**src/rtl/tdm_pkg.sv**
```systemverilog
// Shared types and sizing helpers for the TDM codec serial interface.
package tdm_pkg;

   typedef enum logic {
      FS_HALF  = 1'b0,
      FS_PULSE = 1'b1
   } fs_mode_t;

   localparam int MAX_CH = 16;

   function automatic int frame_bits(input int n_ch, input int slot_w);
      return n_ch * slot_w;
   endfunction

   // Index width that never collapses to zero bits for single-entry ranges.
   function automatic int idx_w(input int n);
      return (n > 1) ? $clog2(n) : 1;
   endfunction

endpackage

```
**src/rtl/tdm_bitclk_gen.sv**
```systemverilog
// Divides clk down to the serial bit clock and flags the launch (bick fall)
// and capture (bick mid-high) cycles for the framing logic.
module tdm_bitclk_gen
   import tdm_pkg::*;
#(
   parameter int BICK_DIV = 4
) (
   input  logic clk,
   input  logic rst_n,
   output logic bick,
   output logic launch,
   output logic capture
);

   localparam int DIV_W = idx_w(BICK_DIV);
   localparam logic [DIV_W-1:0] LAST = DIV_W'(BICK_DIV - 1);
   localparam logic [DIV_W-1:0] HALF = DIV_W'(BICK_DIV / 2);

   logic [DIV_W-1:0] div_cnt_reg, div_cnt_next;
   logic             bick_reg;

   always_comb begin
      div_cnt_next = (div_cnt_reg == LAST) ? '0 : div_cnt_reg + DIV_W'(1);
   end

   // bick is registered from the next count so it stays aligned with div_cnt.
   always_ff @(posedge clk or negedge rst_n) begin
      if (!rst_n) begin
         div_cnt_reg <= '0;
         bick_reg    <= 1'b0;
      end else begin
         div_cnt_reg <= div_cnt_next;
         bick_reg    <= (div_cnt_next >= HALF);
      end
   end

   assign bick    = bick_reg;
   assign launch  = (div_cnt_reg == LAST);
   assign capture = (div_cnt_reg == HALF);

endmodule

```
**src/rtl/tdm_serdes.sv**
```systemverilog
// Left-justified TDM serializer/deserializer: shifts a frame of DAC samples
// out on sdin and assembles a frame of ADC samples from sdout.
module tdm_serdes #(
   parameter int W        = 16,
   parameter int N_CH     = 4,
   parameter int SLOT_W   = 32,
   parameter int BICK_DIV = 4,
   parameter int FS_PULSE = 0
) (
   input  logic              clk,
   input  logic              rst_n,
   output logic              bick,
   output logic              lrck,
   output logic              sdin,
   input  logic              sdout,
   input  logic              mute,
   input  logic [N_CH*W-1:0] sample_in,
   input  logic              in_valid,
   output logic              in_taken,
   output logic [N_CH*W-1:0] sample_out,
   output logic              out_valid,
   output logic              underrun
);

   localparam int FRAME   = tdm_pkg::frame_bits(N_CH, SLOT_W);
   localparam int BIT_W   = tdm_pkg::idx_w(FRAME);
   localparam int SLOT_IW = tdm_pkg::idx_w(N_CH);
   localparam int POS_W   = tdm_pkg::idx_w(SLOT_W);
   localparam tdm_pkg::fs_mode_t FS_MODE =
      (FS_PULSE != 0) ? tdm_pkg::FS_PULSE : tdm_pkg::FS_HALF;
   localparam logic [BIT_W-1:0] LAST_IDX = BIT_W'(FRAME - 1);
   localparam logic [BIT_W-1:0] HALF_IDX = BIT_W'(FRAME / 2);

   logic launch, capture;

   tdm_bitclk_gen #(.BICK_DIV(BICK_DIV)) u_bitclk (
      .clk     (clk),
      .rst_n   (rst_n),
      .bick    (bick),
      .launch  (launch),
      .capture (capture)
   );

   logic [W-1:0]      in_word [N_CH];
   logic [W-1:0]      tx_reg  [N_CH];
   logic [W-1:0]      rx_reg  [N_CH];
   logic [W-1:0]      rx_next [N_CH];
   logic [N_CH*W-1:0] rx_flat;

   generate
      for (genvar gi = 0; gi < N_CH; gi++) begin : g_ch
         assign in_word[gi]          = sample_in[gi*W +: W];
         assign rx_flat[gi*W +: W]   = rx_next[gi];
      end
   endgenerate

   logic               started_reg, lrck_reg, sdin_reg;
   logic               in_taken_reg, out_valid_reg, underrun_reg;
   logic [N_CH*W-1:0]  sample_out_reg;
   logic [BIT_W-1:0]   bit_idx_reg, bit_idx_next;
   logic               frame_start, take_new, cap_en, last_cap;
   logic               sdin_next, lrck_next;
   logic [SLOT_IW-1:0] l_slot, c_slot;
   logic [POS_W-1:0]   l_pos, c_pos;
   logic [W-1:0]       tx_word, tx_shift;

   // The first launch after reset opens frame 0 without advancing bit_idx.
   always_comb begin
      frame_start  = launch && (!started_reg || bit_idx_reg == LAST_IDX);
      take_new     = frame_start && in_valid;
      bit_idx_next = bit_idx_reg;
      if (launch) begin
         bit_idx_next = frame_start ? '0 : bit_idx_reg + BIT_W'(1);
      end

      l_slot    = SLOT_IW'(bit_idx_next / SLOT_W);
      l_pos     = POS_W'(bit_idx_next % SLOT_W);
      tx_word   = take_new ? in_word[l_slot] : tx_reg[l_slot];
      tx_shift  = tx_word << l_pos;
      sdin_next = !mute && tx_shift[W-1];
      if (FS_MODE == tdm_pkg::FS_HALF) begin
         lrck_next = (bit_idx_next < HALF_IDX);
      end else begin
         lrck_next = (bit_idx_next == '0);
      end

      c_slot   = SLOT_IW'(bit_idx_reg / SLOT_W);
      c_pos    = POS_W'(bit_idx_reg % SLOT_W);
      cap_en   = capture && started_reg;
      last_cap = cap_en && (bit_idx_reg == LAST_IDX);
      rx_next  = rx_reg;
      if (cap_en && (32'(c_pos) < W)) begin
         rx_next[c_slot] = {rx_reg[c_slot][W-2:0], sdout};
      end
   end

   always_ff @(posedge clk or negedge rst_n) begin
      if (!rst_n) begin
         started_reg    <= 1'b0;
         bit_idx_reg    <= '0;
         lrck_reg       <= 1'b0;
         sdin_reg       <= 1'b0;
         in_taken_reg   <= 1'b0;
         out_valid_reg  <= 1'b0;
         underrun_reg   <= 1'b0;
         sample_out_reg <= '0;
         for (int c = 0; c < N_CH; c++) begin
            tx_reg[c] <= '0;
            rx_reg[c] <= '0;
         end
      end else begin
         in_taken_reg  <= take_new;
         out_valid_reg <= last_cap;
         rx_reg        <= rx_next;
         if (last_cap) begin
            sample_out_reg <= rx_flat;
         end
         if (launch) begin
            started_reg <= 1'b1;
            bit_idx_reg <= bit_idx_next;
            sdin_reg    <= sdin_next;
            lrck_reg    <= lrck_next;
            if (frame_start) begin
               if (in_valid) begin
                  tx_reg <= in_word;
               end else begin
                  underrun_reg <= 1'b1;
               end
            end
         end
      end
   end

   assign lrck       = lrck_reg;
   assign sdin       = sdin_reg;
   assign in_taken   = in_taken_reg;
   assign out_valid  = out_valid_reg;
   assign underrun   = underrun_reg;
   assign sample_out = sample_out_reg;

endmodule

```
**config.mk**
```make
export PLATFORM = sky130hd
export DESIGN_NAME = tdm_serdes
export DESIGN_NICKNAME = d
export VERILOG_FILES = /design/src/rtl/tdm_pkg.sv /design/src/rtl/tdm_bitclk_gen.sv /design/src/rtl/tdm_serdes.sv
export SDC_FILE = /design/constraint.sdc
export NUM_CORES = 1
export LEC_CHECK = 0
export BUFFER_PORTS_ARGS = -buffer_cell sky130_fd_sc_hd__buf_2
export CORE_ASPECT_RATIO = 0.75
export CORE_UTILIZATION = 50
export CTS_CLUSTER_SIZE = 30
export DETAILED_ROUTE_END_ITERATION = 12
export PLACE_DENSITY = 0.68
export SYNTH_ARGS = -nofsm -noshare
export SYNTH_HDL_FRONTEND = slang
export SYNTH_SLANG_ARGS = --single-unit
```
**constraint.sdc**
```tcl
create_clock -name clk -period 2.7 [get_ports clk]
set_input_delay 0.405 -clock clk [delete_from_list [all_inputs] [get_ports clk]]
set_output_delay 0.405 -clock clk [all_outputs]
set_load 0.01 [all_outputs]
```
==> out/metrics.cfg, run 1 <==
[floorplanning]
die-height_um = 119.3
start_util_pct = 51.48
rows = 42
fp.dieW_um = 158.4
ios = 139
fp.coreArea_um2 = 17810
fp.dieArea_um2 = 18890

[synthesis]
netlist.area_leader.share_pct = 56.48
synthArstFlopShare_pct = 100.0
syn_avg_cell_area_um2 = 12.13
synth_nets = 828
synthTopCellsByArea = dfrtp_1 56%, mux2_2 16%, nand2_1 8.3%, mux4_2 3.7%, mux2i_1 1.1%
ys_warn_count = 0
synth_area_leader_cell = dfrtp_1
synth-seq-area-share_pct = 56.48
yosys_most_used_dff = dfrtp_1
synth_seq_cells = 207
ys_top_cells_by_count = 207 x dfrtp_1, 204 x nand2_1, 131 x mux2_2
syn-cell-area_um2 = 9171
synth-edff-count = 0
synth_cells = 756
synth_most_common_cell = dfrtp_1
yosys.cell_types.count = 71

[cells_and_area]
fin_area_um2 = 11180
final_layout_size_suffix_gt1_share_pct = 43.15
area_growth_pct = 21.86
final_core_util_pct = 62.73
fin_cells = 1183
n_antenna_cell = 0
nets = 1001

[power]
intPower_mw = 4.751
combPwrFrac_pct = 3.9
p_leak_nw = 5.712
clkPwrFrac_pct = 43.6
pwr_density_cell_nw_per_um2 = 547.6
p_seq_share_pct = 52.5
peakVddDrop_v = 0.0003793
netSwitchingPower_mw = 1.369
p_sw_share_pct = 22.37

[job]
max_cap_viol_count = 0

[place]
hpwl_um = 15360
dp_slack_ps = -111.6
dp_cells = 1145
place_area_um2 = 10410
gp_congestion = 0.9210
numPortBuffers = 138

[setup_path]
worstSetupPathType = reg2reg
worstPathArrival_ps = 3040
cp-end-kind = flop
crit_required_ps = 3070
startpoint = u_bitclk.bick
start_kind = flop
critPathMaxFanout = 12
r2r-start = u_bitclk.bick

[timing]
hold_viol = 0
holdWs_ps = 92.87
relSlewSlack_pct = 56.38
finalCriticalPeriod_ps = 2677
finalMaxSlewViolations = 0
setup_ws_ps = 22.63
rsz0062_at_grt = yes
max_freq_ghz = 0.3735
finalCritPeriodShare_pct = 99.16
setup_violations = 0
worst_pin_slew_ps = 648.8
fin_skew_ps = 12.49

[global_route]
use_met1_pct = 40.96
antenna_found_initial = 0
grt_pass1_wl_um = 35350
met2_usage_pct = 32.35
grt_pass1_vias = 6405
track_usage_pct = 24.33
grt.busiest_layer = met1
grt_util_met3_pct = 4.076
grt.overflow.total = 0
grt_max_degree = 69

[clock_tree]
clk_latency_ps = 500
clk_root_buffer_cell = clkbuf_16
path_clk_slew_ps = 60
cts_buffer_depth = 3
cts_num_sinks = 207
cts_buffers = 21
htree_num_levels = 1
cts_tree = built

[min_path]
holdCritStartpoint = sample_in[26]
hold_class = in2reg

[detailed_routing]
ant_nets = 0
dr_total_vias = 6398
routed_wl_um = 21810
firstDrtPassIters = 5
drc = 0
wl_per_cell_um = 18.44
drtIter0Drc = 494
vias_per_cell = 5.408

[status]
status = finished, final reports clean

[what timing repair did]
| action | CTS | global route |
|---|---|---|
| hold endpoints to repair | 64 | 0 |
| endpoints found under the setup margin | 1 | 1 |
| setup buffers | 1 | 1 |
| pin swaps | 0 | 2 |
| hold buffers | 1 | 0 |
| resized for setup | 8 | 15 |
| gates cloned | 0 | 0 |
[area by class of cell]
| class | instances | area, um^2 |
|---|---|---|
| tap | 242 | 302.8 |
| inverter | 10 | 47.55 |
| clock buffer | 28 | 571.8 |
| fill | 1425 | 6639 |
| clock inverter | 7 | 42.54 |
| multi-input combinational | 498 | 3867 |
| timing repair buffer | 191 | 1162 |
| sequential | 207 | 5181 |
[power groups by stage]
| stage | registers [mW] | clock network (mW) | logic (mW) |
|---|---|---|---|
| floorplan | 3.24 | 0 | 0.0877 |
| global placement | 3.27 | 0 | 0.234 |
| detailed placement | 3.26 | 0 | 0.240 |
| CTS | 3.21 | 2.74 | 0.242 |
| global route | 3.22 | 2.85 | 0.276 |
| finish | 3.21 | 2.67 | 0.239 |
[through the flow]
| stage | power [mW] | TNS, ps |
|---|---|---|
| floorplan | 3.332 | 0 |
| global placement | 3.501 | -41.97 |
| detailed placement | 3.504 | -111.6 |
| CTS | 6.187 | 0 |
| global route | 6.336 | -76.96 |
| finish | 6.120 | 0 |
[final timing paths]
kind | to | slack, ps | cells past startpoint
min in group asynchronous | tx_reg[26] | 460 | 2
max reg2reg | sdin | 20 | 10
min reg2reg | tx_reg[33] | 470 | 2
max | sdin | 20 | 10
max in group asynchronous | rx_reg[6] | 1510 | 3
min | tx_reg[42] | 90 | 3
[worst max-delay path, cell delays in order, from the launching register on]
cell and delay (ps):
dfrtp_1 410, ha_4 200, nor2b_1 170, nor4_4 340
nor2_4 100, inv_6 160, mux2i_4 270, a211oi_1 90
or4_1 440, a211oi_2 240, o41ai_2 120
[layout by cell type, fill, tap and decap left out, types with 5 or more instances in the layout]
cell type | synthesis | final
nor2_1 | 14 | 13
mux2_2 | 131 | 131
nand3_1 | 6 | 6
nand2_1 | 204 | 203
clkbuf_16 | 0 | 21
a211oi_1 | 5 | 5
a21oi_1 | 10 | 10
mux4_2 | 15 | 15
clkbuf_1 | 14 | 5
buf_4 | 4 | 47
o21ai_0 | 10 | 10
a221oi_1 | 7 | 5
buf_2 | 9 | 137
buf_12 | 1 | 5
inv_1 | 8 | 7
clkinv_2 | 0 | 5
mux2i_1 | 10 | 8
dfrtp_1 | 207 | 206
or4_1 | 5 | 5
[metal layers]
metal | wire [um] | up-vias | part of all wire [%]
li1 | - | 3003 | -
met4 | 297 | 0 | 1.4
met2 | 8892 | 208 | 41
met1 | 11230 | 3165 | 51
met5 | 0 | - | 0
met3 | 1388 | 22 | 6.4
[cells by family after synthesis]
| family | after synthesis | synth area share, % |
|---|---|---|
| AO/OA/AOI/OAI | 76 | 6.644 |
| buffers and inverters | 51 | 2.892 |
| XOR/XNOR | 2 | 0.1910 |
| flip-flops | 207 | 56.48 |
| adder cells (fa/ha/maj) | 3 | 0.4093 |
| AND/OR/NAND/NOR | 261 | 12.52 |
| multiplexers | 156 | 20.86 |
Power figures use the tool's default switching activity.
==> run 2, diff against run 1 <==
--- a/config.mk
+++ b/config.mk
@@ -7,10 +7,10 @@
 export LEC_CHECK = 0
 export BUFFER_PORTS_ARGS = -buffer_cell sky130_fd_sc_hd__buf_2
 export CORE_ASPECT_RATIO = 0.75
-export CORE_UTILIZATION = 50
+export CORE_UTILIZATION = 47
 export CTS_CLUSTER_SIZE = 30
 export DETAILED_ROUTE_END_ITERATION = 12
-export PLACE_DENSITY = 0.68
+export PLACE_DENSITY = 0.65
 export SYNTH_ARGS = -nofsm -noshare
 export SYNTH_HDL_FRONTEND = slang
 export SYNTH_SLANG_ARGS = --single-unit
==> run 2 against run 1 <==
  * Clock power up 10%
  * Via count rose by 0.72%
  * Clock skew increased by 3.1 ps
  * Final cell count increased by 1.8%
  * Die area rose by 6.3%
  * First-iteration DRC count down 1.8%
  * Cell area increased by 2.0%
  * Core utilization is 2.0 points lower
  * Sequential share of layout area decreased by 0.93 points
  * Critical endpoint unchanged
==> out/metrics.cfg, run 2 (same netlist as run 1, synthesis figures left out) <==
[floorplanning]
ios = 139  ; unchanged
fp.coreArea_um2 = 18780  ; +5.4%
start_util_pct = 48.84  ; -2.6 points
die-height_um = 123.0  ; +3.1%
fp.dieArea_um2 = 20080  ; +6.3%
rows = 43  ; +2.4%
fp.dieW_um = 163.3  ; +3.1%

[cells_and_area]
mostFrequentLayoutCells = 206 x dfrtp_1, 203 x nand2_1, 137 x buf_2
fin_area_um2 = 11400  ; +2.0%
final_layout_size_suffix_gt1_share_pct = 44.72  ; +1.6 points
regArea_um2 = 5181  ; unchanged
area_growth_pct = 24.35
multi_input_area_um2 = 3887  ; +0.52%
n_fill_cell = 1504  ; +5.5%
layout_commonest_cell = dfrtp_1
nets = 1016  ; +1.5%
final_core_util_pct = 60.74  ; -2.0 points
n_antenna_cell = 0  ; unchanged

[timing]
holdWs_ps = 104.5  ; +11.61 ps
finalCriticalPeriod_ps = 2637  ; -40.16 ps
rsz0062_at_grt = yes
finalCritPeriodShare_pct = 97.67  ; -1.5 points
max_freq_ghz = 0.3792  ; +1.5%
fin_skew_ps = 15.59  ; +3.104 ps
hold_viol = 0  ; unchanged
setup_violations = 0  ; unchanged
worst_pin_slew_ps = 593.2  ; -55.63 ps
finalMaxSlewViolations = 0  ; unchanged
fin_setup_tns_ps = 0  ; unchanged
relSlewSlack_pct = 60.45  ; +4.1 points

[min_path]
hold_class = in2reg

[clock_tree]
cts_buffer_depth = 3  ; unchanged
cts_tree = built
cts_buffers = 21  ; unchanged
path_clk_slew_ps = 60  ; about the same
clk_latency_ps = 490  ; about the same
clk_root_buffer_cell = clkbuf_16
cts_num_sinks = 207  ; unchanged
htree_num_levels = 1  ; unchanged

[power]
pwr_density_cell_nw_per_um2 = 560.6  ; +2.4%
p_total_mw = 6.393  ; +4.5%
p_leak_nw = 5.790  ; +1.4%
peakVddDrop_v = 0.0004054  ; +6.9%

[setup_path]
critPathMaxFanout = 6  ; -6
worstSetupPathType = reg2reg
cp-end-kind = flop
start_kind = flop
worstPathArrival_ps = 3030  ; about the same
crit_required_ps = 3090  ; +20 ps

[detailed_routing]
drc = 0  ; unchanged
wl_per_cell_um = 18.28  ; -0.87%
drtIter0Drc = 485  ; -1.8%
dr_total_vias = 6444  ; +0.72%
ant_nets = 0  ; unchanged
firstDrtPassIters = 5  ; unchanged
routed_wl_um = 22010  ; +0.89%
vias_per_cell = 5.352  ; -1.0%

[global_route]
grt_max_degree = 72  ; +4.3%
met2_usage_pct = 32.18  ; -0.17 points
grt_util_met3_pct = 2.684  ; -1.4 points
antenna_found_initial = 0  ; unchanged
use_met1_pct = 37.99  ; -3.0 points
grt.overflow.total = 0  ; unchanged
track_usage_pct = 22.93  ; -1.4 points
grt_pass1_vias = 6486  ; +1.3%
grt_pass1_wl_um = 35730  ; +1.1%
grt.busiest_layer = met1

[place]
numPortBuffers = 138  ; unchanged
gp_congestion = 0.9161  ; -0.53%
hpwl_um = 15670  ; +2.1%
place_area_um2 = 10510  ; +0.93%

[status]
status = finished, final reports clean

[job]
max_cap_viol_count = 0  ; unchanged

[run 2: final timing paths]
path                                          from       endpoint  slack, ps  cells past startpoint
max                        u_bitclk.div_cnt_reg[0]           sdin         60                     12
min                                  sample_in[41]     tx_reg[25]        100                      3
max reg2reg                u_bitclk.div_cnt_reg[0]           sdin         60                     12
min reg2reg                             tx_reg[50]     tx_reg[50]        480                      2
max in group asynchronous                    rst_n  sample_out[8]       1540                      3
min in group asynchronous                    rst_n     tx_reg[13]        470                      2
[run 2: final cells by class]
class,count,share of cell area (%)
clock buffers,32,5.496
clock inverters,4,0.6692
inverters,10,0.3950
multi-input cells,498,34.09
flip-flops and latches,207,45.43
well taps,247,2.710
repair buffers,206,11.21
[run 2: stage by stage]
stage          cells  setup WS, ps
2_1_floorplan    756         171.5
5_1_grt         1204        -15.29
4_1_cts         1200         8.424
3_3_place_gp    1162        -70.74
6_report        1204         62.79
3_5_place_dp    1162        -88.24
[run 2: critical path, cell delays in order, from the launching register on]
cell	delay (ps)
dfrtp_1	390
ha_4	180
buf_4	140
nand3_1	80
o211a_2	280
buf_4	160
nor3b_1	200
buf_4	170
a311oi_4	40
nor4_2	310
o221ai_1	150
o211a_1	170
o41ai_2	270
[run 2: repair_timing]
| action | 4_1_cts | 5_1_grt |
|---|---|---|
| setup buffers | 1 | 4 |
| endpoints found under the hold margin | 66 | 0 |
| setup endpoints to repair | 1 | 1 |
| pin swaps | 1 | 5 |
| gates cloned | 0 | 0 |
| gates resized for setup | 6 | 24 |
| hold buffers | 1 | 0 |
[run 2: metal layers]
layer,wire [um],up-vias
li1,-,3039
met1,11420,3213
met2,8945,168
met3,1325,24
met4,316,0
met5,0,-
[run 2: power by group]
| part | internal [mW] | switching, mW |
|---|---|---|
| clock network | 1.79 | 1.15 |
| registers | 3.16 | 0.0483 |
| logic | 0.107 | 0.140 |
| total | 5.06 | 1.34 |
==> run 3, diff against run 2 <==
--- a/config.mk
+++ b/config.mk
@@ -5,12 +5,12 @@
 export SDC_FILE = /design/constraint.sdc
 export NUM_CORES = 1
 export LEC_CHECK = 0
-export BUFFER_PORTS_ARGS = -buffer_cell sky130_fd_sc_hd__buf_2
 export CORE_ASPECT_RATIO = 0.75
 export CORE_UTILIZATION = 47
 export CTS_CLUSTER_SIZE = 30
 export DETAILED_ROUTE_END_ITERATION = 12
-export PLACE_DENSITY = 0.65
+export DONT_BUFFER_PORTS = 1
+export PLACE_DENSITY = 0.59
 export SYNTH_ARGS = -nofsm -noshare
 export SYNTH_HDL_FRONTEND = slang
 export SYNTH_SLANG_ARGS = --single-unit
==> run 3 against run 2 <==
  * The run now ends with negative hold slack, negative setup slack left
  * Die area unchanged
  * Global-route usage increased by 0.68 points
  * Hold slack got worse by 510 ps
  * Fmax decreased by 2.7%
  * Setup slack got worse by 72 ps
  * Core utilization decreased by 3.8 points
  * Critical endpoint unchanged
  * Highest routed layer unchanged
==> out/metrics.cfg, run 3 (same netlist as run 1, synthesis figures left out) <==
[timing]
setup_ws_ps = -9.159  ; -71.95 ps
max_freq_ghz = 0.3691  ; -2.7%
worst_pin_slew_ps = 508.1  ; -85.07 ps
finalCritPeriodShare_pct = 100.3  ; +2.7 points
relSlewSlack_pct = 65.84  ; +5.4 points
fin_skew_ps = 11.53  ; -4.068 ps
holdWs_ps = -400.9  ; -505.4 ps
finalCriticalPeriod_ps = 2709  ; +71.95 ps
rsz0062_at_grt = yes
setup_violations = 1  ; +1
hold_viol = 207  ; +207
finalMaxSlewViolations = 0  ; unchanged

[clock_tree]
cts_buffer_depth = 3  ; unchanged
cts_num_sinks = 207  ; unchanged
cts_buffers = 21  ; unchanged
cts_tree = built
path_clk_slew_ps = 70  ; about the same
htree_num_levels = 1  ; unchanged
clk_root_buffer_cell = clkbuf_16
clk_latency_ps = 500  ; about the same
hold_buffers = 4  ; +3

[place]
gp_congestion = 0.8642  ; -5.7%
hpwl_um = 16150  ; +3.0%
dp_slack_ps = -208.4  ; -120.2 ps
numPortBuffers = 0  ; -100%

[cells_and_area]
layout_commonest_cell = dfrtp_1
area_growth_pct = 16.59
n_fill_cell = 1551  ; +3.1%
mostFrequentLayoutCells = 206 x dfrtp_1, 202 x nand2_1, 131 x mux2_2
nets = 885  ; -13%
final_layout_size_suffix_gt1_share_pct = 35.27  ; -9.5 points

[status]
status = finished with violations
violations = negative hold slack, negative setup slack

[global_route]
antenna_found_initial = 0  ; unchanged
grt_pass1_vias = 6072  ; -6.4%
grt.overflow.total = 0  ; unchanged
grt_pass1_wl_um = 35710  ; about the same
track_usage_pct = 23.61  ; +0.68 points
grt_max_degree = 208  ; +190%

[setup_path]
start_kind = flop
worstSetupPathType = reg2reg
crit_buf_inv = 1  ; -2
crit_required_ps = 3080  ; about the same
r2r_cells = 10  ; -2
cp-end-kind = flop
critPathMaxFanout = 5  ; -1
crit_family = compound AO/OA/AOI/OAI gates
critPathSlowestCell = or4_1
max_stage_delay_ps = 430  ; +40 ps
critical_path_depth = 10  ; -2
worstPathArrival_ps = 3090  ; +60 ps
path_cells = ha_4 > nand4_4 > o211a_2 > nor2_4 > clkinv_4 > mux2i_4 > a211oi_1 > or4_1 > a211oi_2 > o41ai_2

[detailed_routing]
drtIter0Drc = 503  ; +3.7%
dr_total_vias = 6040  ; -6.3%
routed_wl_um = 23160  ; +5.2%
wl_per_cell_um = 21.58  ; +18%
firstDrtPassIters = 5  ; unchanged
ant_nets = 0  ; unchanged
vias_per_cell = 5.629  ; +5.2%
drc = 0  ; unchanged

[floorplanning]
die-height_um = 123.0  ; unchanged
start_util_pct = 48.84  ; unchanged
fp.dieArea_um2 = 20080  ; unchanged
rows = 43  ; unchanged
ios = 139  ; unchanged
fp.dieW_um = 163.3  ; unchanged
fp.coreArea_um2 = 18780  ; unchanged

[power]
peakVddDrop_v = 0.0004812  ; +19%
p_leak_nw = 5.184  ; -10%
pwr_density_cell_nw_per_um2 = 579.8  ; +3.4%
p_total_mw = 6.200  ; -3.0%

[min_path]
hold_class = in2async

[job]
max_cap_viol_count = 0  ; unchanged

[run 3: per-layer routing]
layer | vias up | part of all wire (%) | global-route usage [%]
met5 | - | 0 | 0
met4 | 0 | 1.0 | 4.206
met3 | 23 | 7.8 | 6.541
met2 | 185 | 41 | 31.75
met1 | 3065 | 50 | 37.60
li1 | 2767 | - | -
[run 3: metrics by stage]
stage / hold WS (ps) / instance area [um^2] / std cells / setup TNS, ps / util (%)
2_1_floorplan: 109.4 / 9171 / 756 / 0 / -
3_3_place_gp: 113.9 / 9803 / 1027 / -220.1 / 52.21
3_5_place_dp: 115.6 / 9803 / 1027 / -208.4 / 52.21
4_1_cts: -411.1 / 10610 / 1068 / 0 / 56.48
5_1_grt: -418.9 / 10690 / 1072 / -115.4 / 56.93
6_report: -400.9 / 10690 / 1073 / -9.159 / 56.95
[run 3: final timing paths]
kind / from / endpoint / slack (ps)
max: u_bitclk.div_cnt_reg[0] / sdin / -9
min: rst_n / tx_reg[48] / -400
max reg2reg: u_bitclk.div_cnt_reg[0] / sdin / -9
min reg2reg: tx_reg[35] / tx_reg[35] / 480
max in group asynchronous: rst_n / lrck / 2740
min in group clk: sample_in[26] / tx_reg[42] / 20
[run 3: timing repair]
| item | CTS | global route |
|---|---|---|
| endpoints found under the hold margin | 211 | 207 |
| gates resized for setup | 11 | 11 |
| pin swaps | 2 | 4 |
| buffers inserted | 2 | 3 |
| endpoints found under the setup margin | 1 | 1 |
| cloned | 0 | 1 |
[run 3: final cells by class]
type | instances | area [um^2] | area share, %
diodes | 1 | 2.502 | 0.02340
clock buffers | 29 | 615.6 | 5.757
clock inverters | 6 | 58.81 | 0.5500
inverters | 10 | 45.04 | 0.4212
multi-input cells | 498 | 3849 | 35.99
flip-flops and latches | 207 | 5181 | 48.46
well taps | 247 | 309.0 | 2.890
repair buffers | 74 | 626.9 | 5.862
repair inverters | 1 | 5.005 | 0.04681
[run 3: power breakdown]
group	internal, mW	leakage, nW	switching [mW]
registers	3.16	2.76	0.0514
clock network	1.68	0.338	1.18
logic	0.0641	2.09	0.0620
